--- src/rtl/truth_table_sweeper_if.sv ---
// Host/circuit bundle for the truth-table sweeper: sweep control, results and
// the four row drives plus the measured output of the circuit under test.
interface truth_table_sweeper_if #(
    parameter int SETTLE_W = 8
);
    logic                start;
    logic                abort;
    logic [SETTLE_W-1:0] settle_cycles;
    logic                dut_in1;
    logic                dut_in2;
    logic                dut_in3;
    logic                dut_in4;
    logic                dut_out;
    logic                busy;
    logic                done;
    logic [15:0]         captured;
    logic                mismatch;
    logic [4:0]          mismatch_count;
    logic [3:0]          first_fail_row;

    modport master (
        output start, abort, settle_cycles, dut_out,
        input  dut_in1, dut_in2, dut_in3, dut_in4,
        input  busy, done, captured, mismatch, mismatch_count, first_fail_row
    );

    modport slave (
        input  start, abort, settle_cycles, dut_out,
        output dut_in1, dut_in2, dut_in3, dut_in4,
        output busy, done, captured, mismatch, mismatch_count, first_fail_row
    );
endinterface

--- src/rtl/truth_table_sweeper.sv ---
// Walks all 16 input rows of a 4-input circuit, samples its synchronized output
// after a programmable settle time and compares the table with EXPECTED.
module truth_table_sweeper #(
    parameter logic [15:0] EXPECTED = 16'h9F8A,
    parameter int          SETTLE_W = 8
) (
    input  logic                   clk,
    input  logic                   rst_n,
    truth_table_sweeper_if.slave   bus
);
    localparam int CW = SETTLE_W + 1;

    typedef enum logic [1:0] {IDLE, SETTLE, SAMPLE, DONE} state_t;

    state_t              state;
    logic [SETTLE_W-1:0] settle_q;
    logic [CW-1:0]       cnt_q;
    logic [3:0]          row_q;
    logic                sync_p0;
    logic                sync_p1;
    logic                busy_q;
    logic                done_q;
    logic [15:0]         captured_q;
    logic                mismatch_q;
    logic [4:0]          count_q;
    logic [3:0]          ffr_q;

    logic [3:0]          cap_idx;
    logic [CW-1:0]       start_reload;
    logic [CW-1:0]       row_reload;

    // Row r lives at bit 15-r, which for a 4-bit index is its complement.
    assign cap_idx      = ~row_q;
    assign start_reload = CW'(bus.settle_cycles) + CW'(2);
    assign row_reload   = CW'(settle_q) + CW'(2);

    // Two-flop synchronizer for the asynchronous circuit output
    always_ff @(posedge clk or negedge rst_n) begin
        if (!rst_n) begin
            sync_p0 <= 1'b0;
            sync_p1 <= 1'b0;
        end else begin
            sync_p0 <= bus.dut_out;
            sync_p1 <= sync_p0;
        end
    end

    always_ff @(posedge clk or negedge rst_n) begin
        if (!rst_n) begin
            state      <= IDLE;
            settle_q   <= '0;
            cnt_q      <= '0;
            row_q      <= '0;
            busy_q     <= 1'b0;
            done_q     <= 1'b0;
            captured_q <= '0;
            mismatch_q <= 1'b0;
            count_q    <= '0;
            ffr_q      <= '0;
        end else begin
            done_q <= 1'b0;
            case (state)
                IDLE: begin
                    if (bus.start) begin
                        settle_q   <= bus.settle_cycles;
                        row_q      <= '0;
                        captured_q <= '0;
                        mismatch_q <= 1'b0;
                        count_q    <= '0;
                        ffr_q      <= '0;
                        cnt_q      <= start_reload;
                        busy_q     <= 1'b1;
                        state      <= SETTLE;
                    end
                end
                SETTLE: begin
                    if (bus.abort) begin
                        state      <= IDLE;
                        row_q      <= '0;
                        busy_q     <= 1'b0;
                        mismatch_q <= 1'b0;
                    end else begin
                        cnt_q <= cnt_q - CW'(1);
                        if (cnt_q == CW'(1)) begin
                            state <= SAMPLE;
                        end
                    end
                end
                SAMPLE: begin
                    if (bus.abort) begin
                        state      <= IDLE;
                        row_q      <= '0;
                        busy_q     <= 1'b0;
                        mismatch_q <= 1'b0;
                    end else begin
                        captured_q[cap_idx] <= sync_p1;
                        if (sync_p1 != EXPECTED[cap_idx]) begin
                            count_q <= count_q + 5'd1;
                            if (count_q == 5'd0) begin
                                ffr_q <= row_q;
                            end
                        end
                        if (row_q == 4'd15) begin
                            state  <= DONE;
                            row_q  <= '0;
                            busy_q <= 1'b0;
                        end else begin
                            row_q <= row_q + 4'd1;
                            cnt_q <= row_reload;
                            state <= SETTLE;
                        end
                    end
                end
                DONE: begin
                    done_q     <= 1'b1;
                    mismatch_q <= (count_q != 5'd0);
                    state      <= IDLE;
                end
                default: state <= IDLE;
            endcase
        end
    end

    assign bus.dut_in1        = row_q[3];
    assign bus.dut_in2        = row_q[2];
    assign bus.dut_in3        = row_q[1];
    assign bus.dut_in4        = row_q[0];
    assign bus.busy           = busy_q;
    assign bus.done           = done_q;
    assign bus.captured       = captured_q;
    assign bus.mismatch       = mismatch_q;
    assign bus.mismatch_count = count_q;
    assign bus.first_fail_row = ffr_q;

endmodule

--- src/flat_wrapper.sv ---
// flat-port wrapper written by rule: the top's interface ports become plain ports
module truth_table_sweeper_flat 
#(
    parameter logic [15:0] EXPECTED = 16'h9F8A,
    parameter int          SETTLE_W = 8
)
  (clk, rst_n, bus_start, bus_abort, bus_settle_cycles, bus_dut_out, bus_dut_in1, bus_dut_in2, bus_dut_in3, bus_dut_in4, bus_busy, bus_done, bus_captured, bus_mismatch, bus_mismatch_count, bus_first_fail_row);
  truth_table_sweeper_if #(.SETTLE_W(SETTLE_W)) bus_i ();
  input  logic clk;
  input  logic rst_n;
  input wire logic [$bits(bus_i.start)-1:0] bus_start;
  input wire logic [$bits(bus_i.abort)-1:0] bus_abort;
  input wire logic [$bits(bus_i.settle_cycles)-1:0] bus_settle_cycles;
  input wire logic [$bits(bus_i.dut_out)-1:0] bus_dut_out;
  output wire logic [$bits(bus_i.dut_in1)-1:0] bus_dut_in1;
  output wire logic [$bits(bus_i.dut_in2)-1:0] bus_dut_in2;
  output wire logic [$bits(bus_i.dut_in3)-1:0] bus_dut_in3;
  output wire logic [$bits(bus_i.dut_in4)-1:0] bus_dut_in4;
  output wire logic [$bits(bus_i.busy)-1:0] bus_busy;
  output wire logic [$bits(bus_i.done)-1:0] bus_done;
  output wire logic [$bits(bus_i.captured)-1:0] bus_captured;
  output wire logic [$bits(bus_i.mismatch)-1:0] bus_mismatch;
  output wire logic [$bits(bus_i.mismatch_count)-1:0] bus_mismatch_count;
  output wire logic [$bits(bus_i.first_fail_row)-1:0] bus_first_fail_row;
  assign bus_i.start = bus_start;
  assign bus_i.abort = bus_abort;
  assign bus_i.settle_cycles = bus_settle_cycles;
  assign bus_i.dut_out = bus_dut_out;
  assign bus_dut_in1 = bus_i.dut_in1;
  assign bus_dut_in2 = bus_i.dut_in2;
  assign bus_dut_in3 = bus_i.dut_in3;
  assign bus_dut_in4 = bus_i.dut_in4;
  assign bus_busy = bus_i.busy;
  assign bus_done = bus_i.done;
  assign bus_captured = bus_i.captured;
  assign bus_mismatch = bus_i.mismatch;
  assign bus_mismatch_count = bus_i.mismatch_count;
  assign bus_first_fail_row = bus_i.first_fail_row;
  truth_table_sweeper #(.EXPECTED(EXPECTED), .SETTLE_W(SETTLE_W)) u_core (.clk(clk), .rst_n(rst_n), .bus(bus_i));
endmodule
--- config.mk ---
export PLATFORM = sky130hd
export DESIGN_NAME = truth_table_sweeper_flat
export DESIGN_NICKNAME = d
export VERILOG_FILES = /design/src/rtl/truth_table_sweeper_if.sv /design/src/rtl/truth_table_sweeper.sv /design/src/flat_wrapper.sv
export SDC_FILE = /design/constraint.sdc
export NUM_CORES = 1
export LEC_CHECK = 0
export CORE_AREA = 2 2 79 81
export DETAILED_ROUTE_END_ITERATION = 12
export DIE_AREA = 0 0 81 83
export GPL_TIMING_DRIVEN = 1
export PLACE_DENSITY = 0.77
export SLEW_MARGIN = 20
export SYNTH_ARGS = -nofsm -noshare
export SYNTH_HDL_FRONTEND = slang
export SYNTH_SLANG_ARGS = --single-unit
--- constraint.sdc ---
create_clock -name clk -period 3.55 [get_ports clk]
set_input_delay 0.5325 -clock clk [delete_from_list [all_inputs] [get_ports clk]]
set_output_delay 0.5325 -clock clk [all_outputs]
set_load 0.05 [all_outputs]
==> flow_summary.toml, run 1 <==
[run_status]
outcome = "completed"

[final_layout]
final_cell_mix = "o21ai_0, dfrtp_1, clkdlybuf4s50_1"
utilization_pct = 62.3
drive_gt1_share_pct = 7.16
syn2layout_area_growth_pct = 18.8
final_cells = 452
fin_area_mm2 = 0.00362
nets = 402
insertedDiodeCount = 0

[synthesis]
synth_area_leaders = "dfrtp_1, o21ai_0, ha_1"
yosysUniqueCellTypes = 48
synth_area_mm2 = 0.00305
synth_top_area_cell = "dfrtp_1"
seq_area_frac_synth_pct = 43.5
synth_edf_count = 0
synthCells = 338
syn-num-nets = 364
synth_warnings = 0
async_reset_ff_share_pct = 100
ys_ff_latch = 53
synth_top_area_share_pct = 43.5
ys.flop_type = "dfrtp_1"
syn_avg_cell_area_um2 = 9.02

[global_route]
grtUsageTotal_pct = 23.7
grt_pass1_vias = 2663
globalRoute.totalOverflow = 0
antenna_found_initial = 0
grt_pass1_wl_um = 12800
grt_max_degree = 34

[sta]
hold_viol = 0
fin_tns_setup_ns = 0
finalSetupViolCount = 0
fmax_ghz = 0.371
relSlewSlack_pct = 43.9
worstMarginPinSlew_ns = 0.842
period_needed_ns = 2.69
drv_slew = 0
fin_crit_sh_pct = 75.9
rsz0062_at_grt = "no"
timing.final.ws_setup_ns = 0.856
clock_skew_ns = 0.00854

[floorplanning]
io_pins = 45
core-area_mm2 = 0.00582
die_y_um = 83
placementRows = 28
die_area_mm2 = 0.00672
start_util_pct = 52.4
die_w_um = 81

[clocking]
postCtsHoldBufs = 0
clk_latency_ns = 0.30
post_cts_buffers = 0
cts_num_sinks = 53
htree_levels = 2
cts_root_buf = "clkbuf_8"
numCtsBuffers = 5
cts_resized = 0
clockBufferDepth = 2
clk_pin_slew_ns = 0.09
cts_tree = "built"

[route]
drt_iter0_drc = 240
remaining_drc_errors = 0
ant_nets = 0
wl_um = 7400
vias_per_cell = 5.98
vias = 2703
routedWlPerCell_um = 16.4
first_pass_iters = 5

[power_and_ir_drop]
ir_drop_mv = 0.310
power_density_mw_per_mm2 = 509
leakage_nw = 1.50

[worst_hold_path]
hp-class = "in -> async"

[place]
placed_cells = 444
gp_congestion = 0.859
pre_cts_slack_ns = 0.939
portBuffers = 44
dp_hpwl_um = 5230
placed_cell_area_mm2 = 0.00354

[flow_run]
cap_violations = 0

[critical_path]
cp-end-kind = "flip-flop"
path_max_fanout = 23
start_kind = "flip-flop"
path_class = "reg -> reg"
cp.required_ns = 3.71
critical_path_arrival_ns = 2.86
==> final cells by class <==
| class | instances | area [um2] |
|---|---|---|
| fill | 541 | 2190 |
| clock buffer | 6 | 72.6 |
| timing repair buffer | 47 | 458 |
| tap | 75 | 93.8 |
| sequential | 53 | 1330 |
| inverter | 14 | 52.6 |
| clock inverter | 2 | 10.0 |
| multi-input combinational | 255 | 1610 |
==> stage by stage <==
stage	hold slack, ns	total power [mW]
final	0.293	1.84
after detailed placement	0.346	1.52
after CTS	0.314	1.85
after floorplan	0.237	1.32
after global placement	0.339	1.49
after global routing	0.357	1.98
==> flip-flops by register name (all words and copies together), names as in the netlist, 2 cells and up <==
| signal | flops |
|---|---|
| u_core.bus.first_fail_row | 4 |
| u_core.row_q | 4 |
| u_core.bus.mismatch_count | 5 |
| u_core.bus.captured | 16 |
| u_core.cnt_q | 9 |
| u_core.settle_q | 8 |
| u_core.state | 2 |
==> cells in the mapped netlist (all sizes together) (2+ instances only) <==
master	number
nand2b	6
o22ai	2
nor4	5
or2	2
buf	2
nor2	19
o21ai	54
and4	2
o32ai	2
xnor2	7
and2	5
nor3	6
a32o	2
o221ai	4
a41oi	2
clkbuf	14
o211ai	3
nand2	29
a211o	3
a211oi	2
inv	14
and3	3
o31ai	2
nand3	16
nor2b	7
ha	13
nand4	7
dfrtp	53
or4b	2
a31oi	2
mux2	10
a21oi	25
xor2	2
==> power breakdown <==
part	switching [mW]	total (mW)	internal, mW
combinational	0.426	0.696	0.270
clock	0.194	0.332	0.137
sequential	0.107	0.816	0.709
==> kinds of logic after synthesis <==
| group | count (synthesis) | share of synthesized area [%] |
|---|---|---|
| compound gates | 109 | 21.7 |
| xor+xnor | 9 | 2.59 |
| fa+ha+maj | 13 | 5.34 |
| buf+inv | 30 | 3.69 |
| flops | 53 | 43.5 |
| mux | 11 | 4.02 |
| simple gates | 113 | 19.1 |
==> critical path: stages (launching register included) <==
cell	delay (ns)
dfrtp_1	0.42
inv_1	0.10
ha_1	0.71
mux2_2	0.42
ha_1	0.29
nand3_1	0.13
xnor2_1	0.08
a32o_1	0.21
a21oi_1	0.11
o21ai_0	0.09
==> worst paths after layout <==
path / to / slack, ns / cells after the start / start
min in group clk: u_core.sync_p1 / 0.36 / 0 / u_core.sync_p0
worst min-delay path: u_core.settle_q[7] / 0.29 / 1 / rst_n
worst max-delay path: u_core.cnt_q[5] / 0.86 / 9 / u_core.state[0]
worst max register to register: u_core.cnt_q[5] / 0.86 / 9 / u_core.state[0]
worst min register to register: u_core.sync_p1 / 0.36 / 0 / u_core.sync_p0
max in group asynchronous: u_core.state[1] / 2.48 / 2 / rst_n
==> layer usage <==
layer	GRT usage (%)	share of wire, %
met1	35.4	48
met2	36.3	47
met3	2.83	4.0
met4	6.32	0.88
met5	0	0
Note: power is estimated with default switching activity, not from simulation.
==> run 2, diff against run 1 <==
==> constraint.sdc (replaced) <==
create_clock -name clk -period 2.6 [get_ports clk]
set_input_delay 0.39 -clock clk [delete_from_list [all_inputs] [get_ports clk]]
set_output_delay 0.39 -clock clk [all_outputs]
set_load 0.05 [all_outputs]
==> flow_summary.toml, run 2 (synthesized netlist as in run 1, its figures left out) <==
[global_route]
grt_pass1_vias = 2628
grt_pass1_wl_um = 12900
grtUsageTotal_pct = 24.1
antenna_found_initial = 0
grt_max_degree = 54
globalRoute.totalOverflow = 0

[route]
ant_nets = 0
drt_iter0_drc = 159
vias = 2690
first_pass_iters = 5
wl_um = 7490
met2_length_um = 3470
vias_per_cell = 5.87
routedWlPerCell_um = 16.3
top_layer = "met4"
wl_met1_um = 3540
remaining_drc_errors = 0
route.met3.wl_um = 369

[place]
dp_hpwl_um = 5210
placed_cells = 450
gp_congestion = 0.864
portBuffers = 44

[floorplanning]
placementRows = 28
io_pins = 45
die_area_mm2 = 0.00672
die_w_um = 81
core-area_mm2 = 0.00582
start_util_pct = 52.4
die_y_um = 83

[critical_path]
cp.required_ns = 2.81
path_class = "reg -> reg"
cp_num_buf_inv = 1
endpoint = "u_core.bus.first_fail_row[3]"
reg2reg_from = "u_core.row_q[1]"
path_cells = "inv_1 -> ha_1 -> nor2b_1 -> or4_4 -> a41oi_4 -> nand3_1 -> o221ai_1"
cp-end-kind = "flip-flop"
crit_family = "simple AND/OR/NAND/NOR gates"
reg2reg_slack_ns = 0.33
critPathLaunch = "u_core.row_q[1]"
critPathSlowestCell = "dfrtp_1"
start_kind = "flip-flop"
crit_path_max_incr_delay_ns = 0.47
worstReg2RegEnd = "u_core.bus.first_fail_row[3]"
path_max_fanout = 8
path_depth = 7
critical_path_arrival_ns = 2.48
r2r_cells = 7

[sta]
worstMarginPinSlew_ns = 0.718
fmax_ghz = 0.441
rsz0062_at_grt = "no"
drv_slew = 0
fin_crit_sh_pct = 87.3
period_needed_ns = 2.27
fin_tns_setup_ns = 0
finalSetupViolCount = 0
clock_skew_ns = 0.0113
relSlewSlack_pct = 52.1
hold_viol = 0

[power_and_ir_drop]
p_sw_share_pct = 37.7
power_density_mw_per_mm2 = 727
pwr-share-clk_pct = 21.6
pwr-share-seq_pct = 41.5
total_power_mw = 2.69
p_sw_mw = 1.01
internal_power_mw = 1.68
leakage_nw = 1.55
ir_drop_mv = 0.561
power_frac_comb_pct = 36.9

[final_layout]
final_cells = 458
insertedDiodeCount = 0
final_cell_mix = "o21ai_0, dfrtp_1, clkdlybuf4s50_1"
largest_reg_flops = 16
nets = 408
syn2layout_area_growth_pct = 21.5
drive_gt1_share_pct = 8.88

[clocking]
clk_latency_ns = 0.31
cts_num_sinks = 53
cts_tree = "built"
clockBufferDepth = 2
numCtsBuffers = 5
htree_levels = 2
cts_root_buf = "clkbuf_8"
postCtsHoldBufs = 0
clk_pin_slew_ns = 0.10
post_cts_buffers = 0

[run_status]
outcome = "completed"

[worst_hold_path]
hp-class = "in -> async"

[flow_run]
cap_violations = 0
## run 2: changes by cell type in the layout (fill, tap and decap cells not counted)
cell and change:
a211o_1 -1, a211o_2 +1, buf_4 +6, bufinv_16 +1, clkbuf_8 +1, clkinv_2 -2
## run 2: cell type report
class	count	area, um2
multi-input combinational	255	1610
clock buffer	7	86.3
timing repair buffer	53	503
fill	506	2110
tap	75	93.8
clock inverter	1	30.0
inverter	14	52.6
sequential	53	1330
## run 2: per-stage QoR
step | cell area [um2] | hold WS (ns) | util, % | setup slack, ns
final | 3700 | 0.197 | 63.7 | 0.331
after floorplan | 3050 | 0.0944 | - | 0.0557
after CTS | 3700 | 0.224 | 63.6 | 0.222
after global placement | 3580 | 0.333 | 61.6 | 0.334
after detailed placement | 3580 | 0.341 | 61.6 | 0.203
after global routing | 3700 | 0.263 | 63.7 | 0.187
## run 2: worst min-delay path by stage
stage               cells after the start  slack [ns]                endpoint
detailed placement                      0        0.34          u_core.sync_p1
CTS                                     2        0.22  u_core.bus.captured[7]
global route                            2        0.26      u_core.settle_q[1]
finish                                  2        0.20          u_core.sync_p0
global placement                        0        0.33          u_core.sync_p1
floorplan                               0        0.09         u_core.bus.busy
## run 2: metal layers
metal / vias to the layer above / global-route usage (%)
met1: 1290 / 35.8
met5: - / 0
met2: 71 / 36.8
li1: 1317 / -
met4: 0 / 6.63
met3: 12 / 3.37
## run 2: worst reg2reg max path, stage by stage (launching register included)
cell	delay [ns]
dfrtp_1	0.47
inv_1	0.10
ha_1	0.30
nor2b_1	0.15
or4_4	0.46
a41oi_4	0.37
nand3_1	0.13
o221ai_1	0.21
## run 2: timing repair
action / CTS / global route
setup endpoints to repair: 0 / 3
gates resized for setup: 0 / 1
hold endpoints to repair: 0 / 0
## run 2: power by group through the flow
stage               Combinational [mW]  Clock (mW)  Sequential (mW)
finish                           0.994       0.582             1.12
detailed placement               0.969           0             1.13
CTS                              0.980       0.598             1.11
global route                      1.11       0.629             1.14
floorplan                        0.679           0             1.12
global placement                 0.939           0             1.12
==> run 3, diff against run 2 <==
--- a/config.mk
+++ b/config.mk
@@ -5,11 +5,12 @@
 export SDC_FILE = /design/constraint.sdc
 export NUM_CORES = 1
 export LEC_CHECK = 0
-export CORE_AREA = 2 2 79 81
+export CORE_AREA = 2 2 77 79
+export CTS_BUF_LIST = sky130_fd_sc_hd__clkbuf_8
 export DETAILED_ROUTE_END_ITERATION = 12
-export DIE_AREA = 0 0 81 83
+export DIE_AREA = 0 0 79 81
 export GPL_TIMING_DRIVEN = 1
-export PLACE_DENSITY = 0.77
+export PLACE_DENSITY = 0.81
 export SLEW_MARGIN = 20
 export SYNTH_ARGS = -nofsm -noshare
 export SYNTH_HDL_FRONTEND = slang
==> flow_summary.toml, run 3 (synthesized netlist as in run 1, its figures left out) <==
[global_route]
grt_pass1_wl_um = 12300
grtUsageTotal_pct = 24.2
grt_max_degree = 28
grt_pass1_vias = 2569
antenna_found_initial = 0
globalRoute.totalOverflow = 0

[critical_path]
critical_path_arrival_ns = 2.51
path_class = "reg -> reg"
cp-end-kind = "flip-flop"
cp.required_ns = 2.80
reg2reg_slack_ns = 0.29
crit_family = "compound AO/OA/AOI/OAI gates"
start_kind = "flip-flop"
critPathSlowestCell = "a211o_1"
path_max_fanout = 26
cp_num_buf_inv = 1
crit_path_max_incr_delay_ns = 0.63
path_cells = "inv_1 -> ha_1 -> nor2b_1 -> a211o_1 -> nor4_1 -> a211o_1"
cpMostUsedCell = "a211o_1"

[power_and_ir_drop]
leakage_nw = 1.55
pwr-share-clk_pct = 18.3
total_power_mw = 2.56
power_frac_comb_pct = 38.3
internal_power_mw = 1.56
pwr-share-seq_pct = 43.4
p_sw_mw = 1.00
power_density_mw_per_mm2 = 695
ir_drop_mv = 0.434
p_sw_share_pct = 39.1

[floorplanning]
start_util_pct = 53.7
die_area_mm2 = 0.00640
io_pins = 45
die_y_um = 81
die_w_um = 79
core-area_mm2 = 0.00568
placementRows = 28

[route]
wl_um = 7220
ant_nets = 0
first_pass_iters = 6
routedWlPerCell_um = 15.7
drt_iter0_drc = 184
remaining_drc_errors = 0
vias = 2692
vias_per_cell = 5.85

[sta]
rsz0062_at_grt = "no"
clock_skew_ns = 0.00736
fin_tns_setup_ns = 0
fmax_ghz = 0.433
relSlewSlack_pct = 51.8
worstMarginPinSlew_ns = 0.724
drv_slew = 0
finalSetupViolCount = 0
fin_crit_sh_pct = 88.7
hold_viol = 0
period_needed_ns = 2.31
timing.final.ws_setup_ns = 0.293

[final_layout]
syn2layout_area_growth_pct = 20.9
drive_gt1_share_pct = 9.09
utilization_pct = 64.9
largest_reg_flops = 16
insertedDiodeCount = 0
nets = 410
final_cells = 460
final_cell_mix = "o21ai_0, dfrtp_1, clkdlybuf4s50_1"

[clocking]
numCtsBuffers = 5
cts_num_sinks = 53
cts_root_buf = "clkbuf_8"
postCtsHoldBufs = 0
clk_pin_slew_ns = 0.10
clockBufferDepth = 2
clk_latency_ns = 0.31
cts_tree = "built"
post_cts_buffers = 0
cts_resized = 0
htree_levels = 2

[run_status]
outcome = "completed"

[place]
portBuffers = 44
pre_cts_slack_ns = 0.256
dp_hpwl_um = 5310
gp_congestion = 0.929
placed_cells = 452

[flow_run]
cap_violations = 0

[worst_hold_path]
hp-class = "in -> async"
## run 3: power groups by stage
stage	Combinational, mW	Clock, mW	Sequential, mW
CTS	0.982	0.481	1.11
detailed placement	0.978	0	1.12
global placement	0.958	0	1.11
global route	1.10	0.503	1.13
finish	0.981	0.468	1.11
floorplan	0.679	0	1.12
## run 3: worst register-to-register path: stages (launching register included)
cell and delay [ns]:
dfrtp_1 0.43, inv_1 0.10, ha_1 0.23, nor2b_1 0.35, a211o_1 0.63, nor4_1 0.15, a211o_1 0.30
## run 3: cell type report
cell class                 instances  area (um2)
inverter                          14        52.6
sequential                        53        1330
tap                               75        93.8
multi-input combinational        255        1610
clock buffer                       5        68.8
fill                             484        1990
clock inverter                     3        17.5
timing repair buffer              55         518
## run 3: final timing paths
check	from	to	cells after the start
max	u_core.state[0]	u_core.bus.mismatch_count[3]	6
max reg2reg	u_core.state[0]	u_core.bus.mismatch_count[3]	6
min	rst_n	u_core.bus.done	1
min reg2reg	u_core.sync_p0	u_core.sync_p1	0
max in group asynchronous	rst_n	u_core.bus.first_fail_row[0]	2
min in group clk	u_core.sync_p0	u_core.sync_p1	0
## run 3: metrics by stage
step	hold slack, ns	cell area [um2]
4_1_cts	0.0241	3690
6_report	0.00876	3690
2_1_floorplan	0.0944	3050
3_3_place_gp	0.333	3600
3_5_place_dp	0.354	3600
5_1_grt	0.0622	3690
## run 3: routing by layer
metal	track usage, %	wire (um)
met3	3.67	352
met5	0	0
met1	35.0	3400
met4	5.86	79
met2	38.4	3380
